<file path="src/rtl/wb_arbiter_n_pkg.sv">
// ============================================================================
// Module : wb_arbiter_n_pkg
// Brief  : Shared widths, source identifiers and sizing helpers for the
//          writeback arbiter.
// Rev    : 1.0  initial release
// ============================================================================
`default_nettype none

package wb_arbiter_n_pkg;

  localparam int WB_DST_W = 5;
  localparam int XLEN     = 64;

  typedef enum logic [1:0] {
    WB_SRC_IP0  = 2'd0,
    WB_SRC_LSP  = 2'd1,
    WB_SRC_TRAP = 2'd2,
    WB_SRC_MDU  = 2'd3
  } wb_src_e;

  // Wait counters never shrink below 3 bits, even for tiny limits.
  function automatic int wait_cnt_width(input int limit);
    int w;
    w = $clog2(limit + 1);
    return (w < 3) ? 3 : w;
  endfunction

endpackage

`default_nettype wire

</file>
<file path="src/rtl/wb_arbiter_n_rr_pick_n.sv">
// ============================================================================
// Module : rr_pick_n
// Brief  : Rotating-priority first-one finder: first set mask bit at or after
//          ptr_i (wrapping), returned as one-hot and index.
// Rev    : 1.0  initial release
// ============================================================================
`default_nettype none

module rr_pick_n #(
  parameter int N  = 4,
  parameter int IW = 2
) (
  input  logic [N-1:0]  mask_i,
  input  logic [IW-1:0] ptr_i,
  output logic [N-1:0]  onehot_o,
  output logic [IW-1:0] idx_o,
  output logic          found_o
);

  always_comb begin
    onehot_o = '0;
    idx_o    = '0;
    found_o  = 1'b0;
    for (int off = 0; off < N; off++) begin
      int j;
      j = int'(ptr_i) + off;
      if (j >= N) j = j - N;
      if (!found_o && mask_i[j]) begin
        found_o     = 1'b1;
        onehot_o[j] = 1'b1;
        idx_o       = IW'(j);
      end
    end
  end

endmodule

`default_nettype wire

</file>
<file path="src/rtl/wb_arbiter_n.sv">
// ============================================================================
// Module : wb_arbiter_n
// Brief  : N-source to M-port register-file writeback arbiter with round-robin,
//          starvation override, dst-collision skipping and retire counting.
// Rev    : 1.0  initial release
// ============================================================================
`default_nettype none

module wb_arbiter_n
  import wb_arbiter_n_pkg::*;
#(
  parameter int NUM_SRC      = 4,
  parameter int NUM_WPORTS   = 1,
  parameter int STARVE_LIMIT = 7,
  parameter int REG_OUT      = 1
) (
  input  logic                            clk,
  input  logic                            rst,
  input  logic [NUM_SRC-1:0]              src_valid,
  input  logic [NUM_SRC-1:0]              src_wb_en,
  input  logic [NUM_SRC*WB_DST_W-1:0]     src_dst,
  input  logic [NUM_SRC*XLEN-1:0]         src_result,
  input  logic [NUM_SRC*XLEN-1:0]         src_pc,
  output logic [NUM_SRC-1:0]              src_ready,
  output logic [NUM_WPORTS-1:0]           rf_wen,
  output logic [NUM_WPORTS*WB_DST_W-1:0]  rf_wdst,
  output logic [NUM_WPORTS*XLEN-1:0]      rf_wdata,
  output logic [$clog2(NUM_SRC+1)-1:0]    wb_trap_instret,
  output logic                            starve_active
);

  localparam int IW = $clog2(NUM_SRC);
  localparam int CW = wait_cnt_width(STARVE_LIMIT);
  localparam int PW = $clog2(NUM_SRC + 1);
  localparam logic [CW-1:0] C_LIMIT = CW'(STARVE_LIMIT);

  logic [WB_DST_W-1:0] w_dst    [NUM_SRC];
  logic [XLEN-1:0]     w_res    [NUM_SRC];
  logic [NUM_SRC-1:0]  w_req, w_rwowb, w_grant, w_starve_oh, w_starve_coll;
  logic                w_starve_any;
  logic [IW-1:0]       w_starve_idx;
  logic [CW-1:0]       wait_q   [NUM_SRC];
  logic [CW-1:0]       wait_d   [NUM_SRC];
  logic [IW-1:0]       rr_ptr_q, rr_ptr_d;

  logic [NUM_WPORTS-1:0][NUM_SRC-1:0] w_avail, w_pick_oh;
  logic [NUM_WPORTS-1:0][IW-1:0]      w_pick_idx;
  logic [NUM_WPORTS-1:0]              w_pick_found;

  logic [NUM_WPORTS-1:0]              w_wen;
  logic [NUM_WPORTS*WB_DST_W-1:0]     w_wdst;
  logic [NUM_WPORTS*XLEN-1:0]         w_wdata;
  logic                               w_rot_any;
  logic [IW-1:0]                      w_rot_last;
  logic [PW-1:0]                      w_instret;
  logic                               w_unused_pc;

  assign w_unused_pc = ^src_pc;

  for (genvar i = 0; i < NUM_SRC; i++) begin : g_unpack
    assign w_dst[i]   = src_dst[i*WB_DST_W +: WB_DST_W];
    assign w_res[i]   = src_result[i*XLEN +: XLEN];
    assign w_req[i]   = !rst && src_valid[i] && src_wb_en[i] && (w_dst[i] != '0);
    assign w_rwowb[i] = !rst && src_valid[i] && !w_req[i];
  end

  // Lowest-index source sitting at the wait limit jumps the rotation.
  always_comb begin
    w_starve_any  = 1'b0;
    w_starve_idx  = '0;
    w_starve_oh   = '0;
    w_starve_coll = '0;
    for (int i = NUM_SRC - 1; i >= 0; i--) begin
      if (w_req[i] && wait_q[i] == C_LIMIT) begin
        w_starve_any = 1'b1;
        w_starve_idx = IW'(i);
      end
    end
    w_starve_oh[w_starve_idx] = w_starve_any;
    for (int i = 0; i < NUM_SRC; i++)
      w_starve_coll[i] = w_starve_any && (w_dst[i] == w_dst[w_starve_idx]);
  end

  assign w_avail[0] = w_req & ~w_starve_coll;

  for (genvar k = 0; k < NUM_WPORTS; k++) begin : g_pick
    rr_pick_n #(.N(NUM_SRC), .IW(IW)) u_pick (
      .mask_i   (w_avail[k]),
      .ptr_i    (rr_ptr_q),
      .onehot_o (w_pick_oh[k]),
      .idx_o    (w_pick_idx[k]),
      .found_o  (w_pick_found[k])
    );
    if (k + 1 < NUM_WPORTS) begin : g_next
      logic [NUM_SRC-1:0] w_coll;
      always_comb begin
        w_coll = '0;
        for (int i = 0; i < NUM_SRC; i++)
          w_coll[i] = w_pick_found[k] && (w_dst[i] == w_dst[w_pick_idx[k]]);
      end
      assign w_avail[k+1] = w_avail[k] & ~w_coll;
    end
  end

  // Port 0 belongs to the starved source when one exists; rotation picks shift up.
  always_comb begin
    logic [IW-1:0] src;
    logic          vld;
    int            k;
    w_grant    = w_starve_oh;
    w_wen      = '0;
    w_wdst     = '0;
    w_wdata    = '0;
    w_rot_any  = 1'b0;
    w_rot_last = '0;
    for (int p = 0; p < NUM_WPORTS; p++) begin
      src = '0;
      vld = 1'b0;
      k   = 0;
      if (w_starve_any && p == 0) begin
        vld = 1'b1;
        src = w_starve_idx;
      end else begin
        k = w_starve_any ? p - 1 : p;
        if (w_pick_found[k]) begin
          vld        = 1'b1;
          src        = w_pick_idx[k];
          w_grant    = w_grant | w_pick_oh[k];
          w_rot_any  = 1'b1;
          w_rot_last = w_pick_idx[k];
        end
      end
      if (vld) begin
        w_wen[p]                         = 1'b1;
        w_wdst[p*WB_DST_W +: WB_DST_W]   = w_dst[src];
        w_wdata[p*XLEN +: XLEN]          = w_res[src];
      end
    end
  end

  always_comb begin
    rr_ptr_d = rr_ptr_q;
    if (w_rot_any)
      rr_ptr_d = (w_rot_last == IW'(NUM_SRC - 1)) ? '0 : w_rot_last + 1'b1;
    for (int i = 0; i < NUM_SRC; i++) begin
      if (!w_req[i] || w_grant[i]) wait_d[i] = '0;
      else if (wait_q[i] != C_LIMIT) wait_d[i] = wait_q[i] + 1'b1;
      else wait_d[i] = wait_q[i];
    end
  end

  always_ff @(posedge clk) begin
    if (rst) begin
      rr_ptr_q <= '0;
      for (int i = 0; i < NUM_SRC; i++) wait_q[i] <= '0;
    end else begin
      rr_ptr_q <= rr_ptr_d;
      for (int i = 0; i < NUM_SRC; i++) wait_q[i] <= wait_d[i];
    end
  end

  always_comb begin
    w_instret = '0;
    for (int i = 0; i < NUM_SRC; i++)
      w_instret = w_instret + PW'(w_grant[i] | w_rwowb[i]);
  end

  assign src_ready       = rst ? '0 : (w_grant | w_rwowb | ~src_valid);
  assign wb_trap_instret = w_instret;
  assign starve_active   = w_starve_any;

  if (REG_OUT != 0) begin : g_reg_out
    logic [NUM_WPORTS-1:0]          rf_wen_q;
    logic [NUM_WPORTS*WB_DST_W-1:0] rf_wdst_q;
    logic [NUM_WPORTS*XLEN-1:0]     rf_wdata_q;
    always_ff @(posedge clk) begin
      if (rst) begin
        rf_wen_q   <= '0;
        rf_wdst_q  <= '0;
        rf_wdata_q <= '0;
      end else begin
        rf_wen_q   <= w_wen;
        rf_wdst_q  <= w_wdst;
        rf_wdata_q <= w_wdata;
      end
    end
    assign rf_wen   = rf_wen_q;
    assign rf_wdst  = rf_wdst_q;
    assign rf_wdata = rf_wdata_q;
  end else begin : g_comb_out
    assign rf_wen   = w_wen;
    assign rf_wdst  = w_wdst;
    assign rf_wdata = w_wdata;
  end

endmodule

`default_nettype wire

</file>
<file path="config.mk">
export PLATFORM = sky130hd
export DESIGN_NAME = wb_arbiter_n
export DESIGN_NICKNAME = d
export VERILOG_FILES = /design/src/rtl/wb_arbiter_n_pkg.sv /design/src/rtl/wb_arbiter_n_rr_pick_n.sv /design/src/rtl/wb_arbiter_n.sv
export SDC_FILE = /design/constraint.sdc
export NUM_CORES = 1
export LEC_CHECK = 0
export ABC_CLOCK_PERIOD_IN_PS = 8000
export CORE_AREA = 2 2 241 243
export CTS_CLUSTER_SIZE = 40
export DETAILED_ROUTE_END_ITERATION = 16
export DIE_AREA = 0 0 243 245
export HOLD_SLACK_MARGIN = 0.03
export MAX_ROUTING_LAYER = met4
export PLACE_DENSITY = 0.39
export SETUP_SLACK_MARGIN = 0.2
export SLEW_MARGIN = 15
export SYNTH_ARGS = -nofsm -noshare
export SYNTH_HDL_FRONTEND = slang
export SYNTH_SLANG_ARGS = --single-unit
export TNS_END_PERCENT = 30
</file>
<file path="constraint.sdc">
create_clock -name clk -period 8 [get_ports clk]
set_input_delay 2 -clock clk [delete_from_list [all_inputs] [get_ports clk]]
set_output_delay 2 -clock clk [all_outputs]
set_load 0.005 [all_outputs]
</file>
==> results of run 1 <==
final timing paths:
| kind | start | end | slack (ns) | cells after the start |
|---|---|---|---|---|
| setup / recovery | src_dst[18] | wb_trap_instret[1] | -0.66 | 20 |
| setup reg to reg | wait_q[2][0]$_SDFFE_PP0P_ | rf_wdata[51]$_SDFF_PP0_ | 2.62 | 23 |
| hold / removal | wait_q[0][0]$_SDFFE_PP0P_ | wait_q[0][0]$_SDFFE_PP0P_ | 0.42 | 1 |
| hold reg to reg | wait_q[0][0]$_SDFFE_PP0P_ | wait_q[0][0]$_SDFFE_PP0P_ | 0.42 | 1 |
kinds of logic after synthesis:
logic type | synth area share (%)
xor gates and xnor gates | 1.63
and+or+nand+nor | 10.0
DFF | 28.5
adders and majority gates | 4.15
AOI/OAI and AO/OA | 23.0
muxes | 25.3
buffers and inverters | 7.46
registers in the layout, summed over array words and instances, names as in the netlist:
| signal | count |
|---|---|
| rf_wdata | 64 |
| wait_q | 12 |
| rf_wdst | 5 |
| rr_ptr_q | 2 |
| rf_wen | 1 |
report_power, final:
group	switching (uW)	leakage (uW)	internal [uW]
sequential	27.5	0.000697	492
combinational	388	0.00390	510
clock	237	0.000150	248
total	653	0.00475	1250
per-layer routing:
layer / GRT usage [%] / share of wire (%)
met1: 15.5 / 41
met2: 23.5 / 50
met3: 4.47 / 6.9
met4: 4.87 / 2.4
met5: - / 0
stage by stage:
| stage | utilization [%] | worst slack (ns) |
|---|---|---|
| 2_1_floorplan | - | -0.306 |
| 3_3_place_gp | 20.0 | -1.91 |
| 3_5_place_dp | 20.0 | -1.82 |
| 4_1_cts | 21.3 | -0.657 |
| 5_1_grt | 21.8 | -0.759 |
| 6_report | 21.8 | -0.656 |
synth_stat cells (5+ instances only):
library cell | n | share of area (%)
nor3_1 | 9 | 0.76
ha_1 | 18 | 3.8
o21ai_1 | 7 | 0.59
xnor2_1 | 7 | 1.0
o211ai_1 | 7 | 0.89
o22ai_1 | 74 | 7.8
nand2_1 | 16 | 1.0
clkbuf_1 | 25 | 1.6
nor2b_1 | 5 | 0.53
inv_1 | 16 | 1.0
a21boi_0 | 5 | 0.64
dfxtp_1 | 84 | 28
nor2_1 | 31 | 2.0
buf_12 | 8 | 2.7
o21ai_0 | 11 | 0.93
nor4_1 | 5 | 0.53
a21oi_1 | 15 | 1.3
a211oi_1 | 8 | 1.0
nand2b_1 | 6 | 0.64
mux2i_1 | 147 | 25
cell type report:
class                   instances  area share, %
repair buffers                556           41.7
multi-input cells             476           33.7
flip-flops and latches         84           13.5
well taps                     765           7.69
clock buffers                   9           1.81
clock inverters                 7          0.664
inverters                      16          0.483
diodes                         17          0.342
worst max-delay path: cells and delay by family:
kind / cells / cell delay, ns
buf+inv: 5 / 0.67
compound gates: 7 / 1.62
simple gates: 4 / 0.91
mux: 1 / 0.54
fa+ha+maj: 3 / 0.93
cell usage in the layout, fill, tap and decap left out, drive strengths merged, types with 4 or more instances in the layout:
master         instances
clkdlybuf4s50        331
buf                  207
mux2i                147
dfxtp                 84
o22ai                 74
nor2                  31
inv                   19
o21ai                 19
ha                    18
diode                 17
nand2                 16
a21oi                 16
clkbuf                10
dlygate4sd2            9
nor3                   9
a211oi                 9
and2                   8
o211ai                 7
xnor2                  7
nand2b                 6
nor4                   6
a21boi                 5
o21a                   5
nor2b                  5
xor2                   4
nand4                  4
a221o                  4
dlymetal6s2s           4
a31oi                  4
a21o                   4
nand3                  4
a2bb2oi                4
a2111oi                4
clkdlybuf4s15          4
what timing repair did:
action / CTS / global route
buffers inserted: 18 / 14
pin swaps: 42 / 15
endpoints found under the setup margin: 7 / 7
gates cloned: 1 / 0
resized for setup: 144 / 38
==> summary.txt, run 1 <==
DRC = 0
Clock transition at the registers of the reported paths = 0.06 ns
Vias per inst = 3.75
Post-route ant nets = 0
Slew HR = 57.2%
Yosys cell types = 77
Final nets = 1704
Routed WL = 41100 um
Starting DRT DRC Count = 270
Crit path launch type = input pin
Initial Util = 10.4%
CTS tree = done
Synth warn = 0
Failing checks = negative setup slack
Final hold slack = 0.423 ns
PwrDens = 153 mW/mm2
Setup ws final = -0.656 ns
Fin crit period = 8.66 ns
RD Place Congestion = 0.877
Post-synth ARST share = 0%
Slew @ Worst Pin = 0.641 ns
Clock buffer depth = 2
Worst vdd ir = 0.109 mV
CP max stage delay = 0.57 ns
Design Area, Final = 0.0124 mm2
Post-DP Area = 0.0114 mm2
Post-DP HPWL = 35000 um
H-tree depth = 3
CP Max Fanout = 5
Post-Route Setup TNS = -2.29 ns
Vias = 7231
Avg WL per Cell = 21.3 um
Largest net degree at the start of global routing = 60
Total area of sequential cells = 0.00168 mm2
CP Class = in -> out
Area Growth Syn to Fin = 111%
Area occupied by multi-input gates = 0.00420 mm2
Io pins = 620
TritonCTS Sinks = 84
DIE WIDTH = 243 um
Slew Viols, Final = 0
Final hold vios = 0
Pre-antenna DRT Iters = 4
Fmax = 0.116 GHz
Layout cells sized above 1 = 25.5%
Hold WC Path Type = reg -> reg
# fillers = 6314
Tot GR Track Use = 14.0%
Gr ovfl total = 0
Initial antenna violation count = 32
Synth Area per Inst = 9.51 um2
Die height = 245 um
Clk_skew = 0.0182 ns
Post-cts hold buffer count = 0
Period utilization = 108%
Clk Latency, worst-skew pair = 0.39 ns
Rows = 88
Max-cap violation count = 0
Post-synth top flop = dfxtp_1
Status = complete, but fails checks
Post-synth design cell area = 0.00591 mm2
CP cell instances = buf_6 > or4_4 > o21ai_4 > buf_6 > nor4_2 > o31a_1 > a2111oi_4 > buf_4 > and4_4 > nor2_4 > mux4_2 > buf_6 > a211oi_4 > a221o_1 > o21ai_2 > o221ai_2 > fa_1 > ha_4 > ha_4 > buf_6
Placed cell count = 1864
Worst Path Required = 6.00 ns
Total power = 1900 uW
Number of buffers created by CTS = 9
Die area = 0.0595 mm2
CP max stage cell = or4_4
PortBufs = 363
# setup viols final = 6
Final Non-Filler Cells = 1930
CP arrival = 6.66 ns
RSZ-0062 raised after global routing = true
Post-synth EDFFs = 0
Crit end category = output pin
Leak Pwr = 0.00475 uW
Clock root cell = clkbuf_16
Syn_nets = 1182
Yosys reg bits = 84
Register area share after synthesis = 28.5%
Core ar. = 0.0570 mm2
First-pass GRT wire length = 56200 um
Synthesized instance count = 621
Crit-path most repeated cell = buf_6
Vias in the first global route = 7398
(Power assumes the default switching activity.)
==> run 2: changes to the inputs <==
--- a/config.mk
+++ b/config.mk
@@ -13,7 +13,8 @@
 export HOLD_SLACK_MARGIN = 0.03
 export MAX_ROUTING_LAYER = met4
 export PLACE_DENSITY = 0.39
-export SETUP_SLACK_MARGIN = 0.2
+export REMOVE_ABC_BUFFERS = 1
+export SETUP_SLACK_MARGIN = 0.5
 export SLEW_MARGIN = 15
 export SYNTH_ARGS = -nofsm -noshare
 export SYNTH_HDL_FRONTEND = slang
==> run 2 against run 1 <==
Effect of this change:
- the run still ends with negative setup slack left
- final area fell by 0.47%
- wire length fell by 13%
- via count fell by 1.7%
- clock power rose by 6.6%
- largest power group unchanged
- highest routed layer unchanged
- final cell count fell by 1.6%
==> summary.txt, run 2 (synthesis gave the netlist of run 1 again) <==
Crit path launch type = input pin
Most frequent cells in the layout = clkdlybuf4s50_1 (332), buf_4 (152), mux2i_1 (145), dfxtp_1 (84), o22ai_1 (72)
Worst vdd ir = 0.0991 mV
Post-Route Setup TNS = -2.79 ns
TritonCTS Sinks = 84
Area Growth Syn to Fin = 110%
Initial antenna violation count = 11
Commonest non-fill, non-tap cell in the layout = clkdlybuf4s50_1
Tot GR Track Use = 11.9%
Gr ovfl total = 0
Period utilization = 110%
PortBufs = 363
CP max stage cell = or4_4
Core ar. = 0.0570 mm2
Vias = 7110
Final nets = 1686
Post-route ant nets = 0
Clock transition at the registers of the reported paths = 0.08 ns
R2R Setup Slk = 2.57 ns
Failing checks = negative setup slack
Crit end category = output pin
Number of buffers created by CTS = 9
Post-DP HPWL = 28400 um
Vias per inst = 3.74
Pre-antenna DRT Iters = 4
CTS tree = done
RSZ-0062 raised after global routing = true
CP max stage delay = 0.58 ns
CP Class = in -> out
Clock root cell = clkbuf_16
# fillers = 6346
CP arrival = 6.76 ns
Setup ws final = -0.762 ns
Fmax = 0.114 GHz
Clock buffer depth = 2
First-pass GRT wire length = 50100 um
DRC = 0
Final Non-Filler Cells = 1899
Placed cell count = 1849
PwrDens = 154 mW/mm2
Io pins = 620
Routed WL = 35700 um
Largest net degree at the start of global routing = 48
RD Place Congestion = 0.837
Status = complete, but fails checks
CP top delay family = compound AO/OA/AOI/OAI gates
Initial Util = 10.4%
Vias in the first global route = 7329
Slew HR = 55.9%
Leak Pwr = 0.00471 uW
Area occupied by multi-input gates = 0.00424 mm2
Slew Viols, Final = 0
Hold WC Path Type = reg -> reg
Worst Path Required = 6.00 ns
DIE WIDTH = 243 um
Rows = 88
Clk_skew = 0.0258 ns
Fin crit period = 8.76 ns
Starting DRT DRC Count = 237
Crit-path most repeated cell = buf_6
CP cell instances = buf_6 > or4_4 > buf_6 > buf_6 > o21ai_4 > buf_6 > o41ai_4 > a211oi_2 > xnor2_1 > nand3_2 > o21a_1 > mux4_2 > buf_6 > a211oi_4 > a221o_1 > o21ai_2 > o221ai_2 > fa_2 > ha_4 > ha_4 > buf_6
Layout cells sized above 1 = 25.1%
Final hold vios = 0
Final hold slack = 0.427 ns
Buf+Inv Stages, Crit Path = 6
CP Max Fanout = 6
Avg WL per Cell = 18.8 um
Total area of sequential cells = 0.00168 mm2
Largest register FFs = 64
Total power = 1910 uW
# setup viols final = 7
Max-cap violation count = 0
Clk Latency, worst-skew pair = 0.40 ns
Slew @ Worst Pin = 0.653 ns
Die height = 245 um
Die area = 0.0595 mm2
Post-cts hold buffer count = 0
H-tree depth = 3
## run 2: cell count changes in the layout (fill, tap and decap cells not counted), moves of 3 or more
cell,change
diode_2,-13
buf_4,-20
dlygate4sd2_1,-7
clkbuf_2,+3
clkdlybuf4s15_1,+3
dlymetal6s2s_1,+3
## run 2: what timing repair did
item | 4_1_cts | 5_1_grt
setup endpoints to repair | 7 | 7
buffers inserted | 16 | 12
gates resized for setup | 127 | 62
pin swaps | 41 | 32
cloned | 2 | 0
## run 2: final timing paths
| kind | startpoint | endpoint | cells past startpoint |
|---|---|---|---|
| worst max-delay path | src_dst[19] | wb_trap_instret[1] | 21 |
| worst min-delay path | wait_q[0][0]$_SDFFE_PP0P_ | wait_q[0][0]$_SDFFE_PP0P_ | 1 |
| worst max register to register | wait_q[2][0]$_SDFFE_PP0P_ | rf_wdata[6]$_SDFF_PP0_ | 25 |
| worst min register to register | wait_q[0][0]$_SDFFE_PP0P_ | wait_q[0][0]$_SDFFE_PP0P_ | 1 |
## run 2: per-stage QoR
step / setup WS [ns] / cell area, um2 / util [%]
floorplan: -2.40 / 5530 / -
global placement: -2.08 / 11300 / 19.8
detailed placement: -2.01 / 11300 / 19.8
CTS: -0.782 / 12100 / 21.1
global route: -0.903 / 12400 / 21.7
finish: -0.762 / 12400 / 21.7
## run 2: cell type report
cell class | count | area share (%)
Tap cell | 765 | 7.73
Clock inverter | 7 | 0.849
Timing Repair Buffer | 538 | 41.2
Clock buffer | 9 | 1.82
Inverter | 16 | 0.485
Sequential cell | 84 | 13.6
Multi-Input combinational cell | 476 | 34.3
Antenna cell | 4 | 0.0808
## run 2: layer usage
metal | share of wire [%] | global-route usage (%) | up-vias | wire (um)
met5 | 0 | - | - | 0
met4 | 2.6 | 3.54 | 0 | 926
met1 | 43 | 13.8 | 3354 | 15200
met3 | 5.7 | 3.41 | 52 | 2020
met2 | 49 | 19.9 | 272 | 17500
li1 | - | - | 3432 | -
## run 2: power by group
group	switching (uW)	total [uW]	internal [uW]
Combinational	369	871	502
Clock	236	517	281
Sequential	28.5	520	492
Total	633	1910	1270
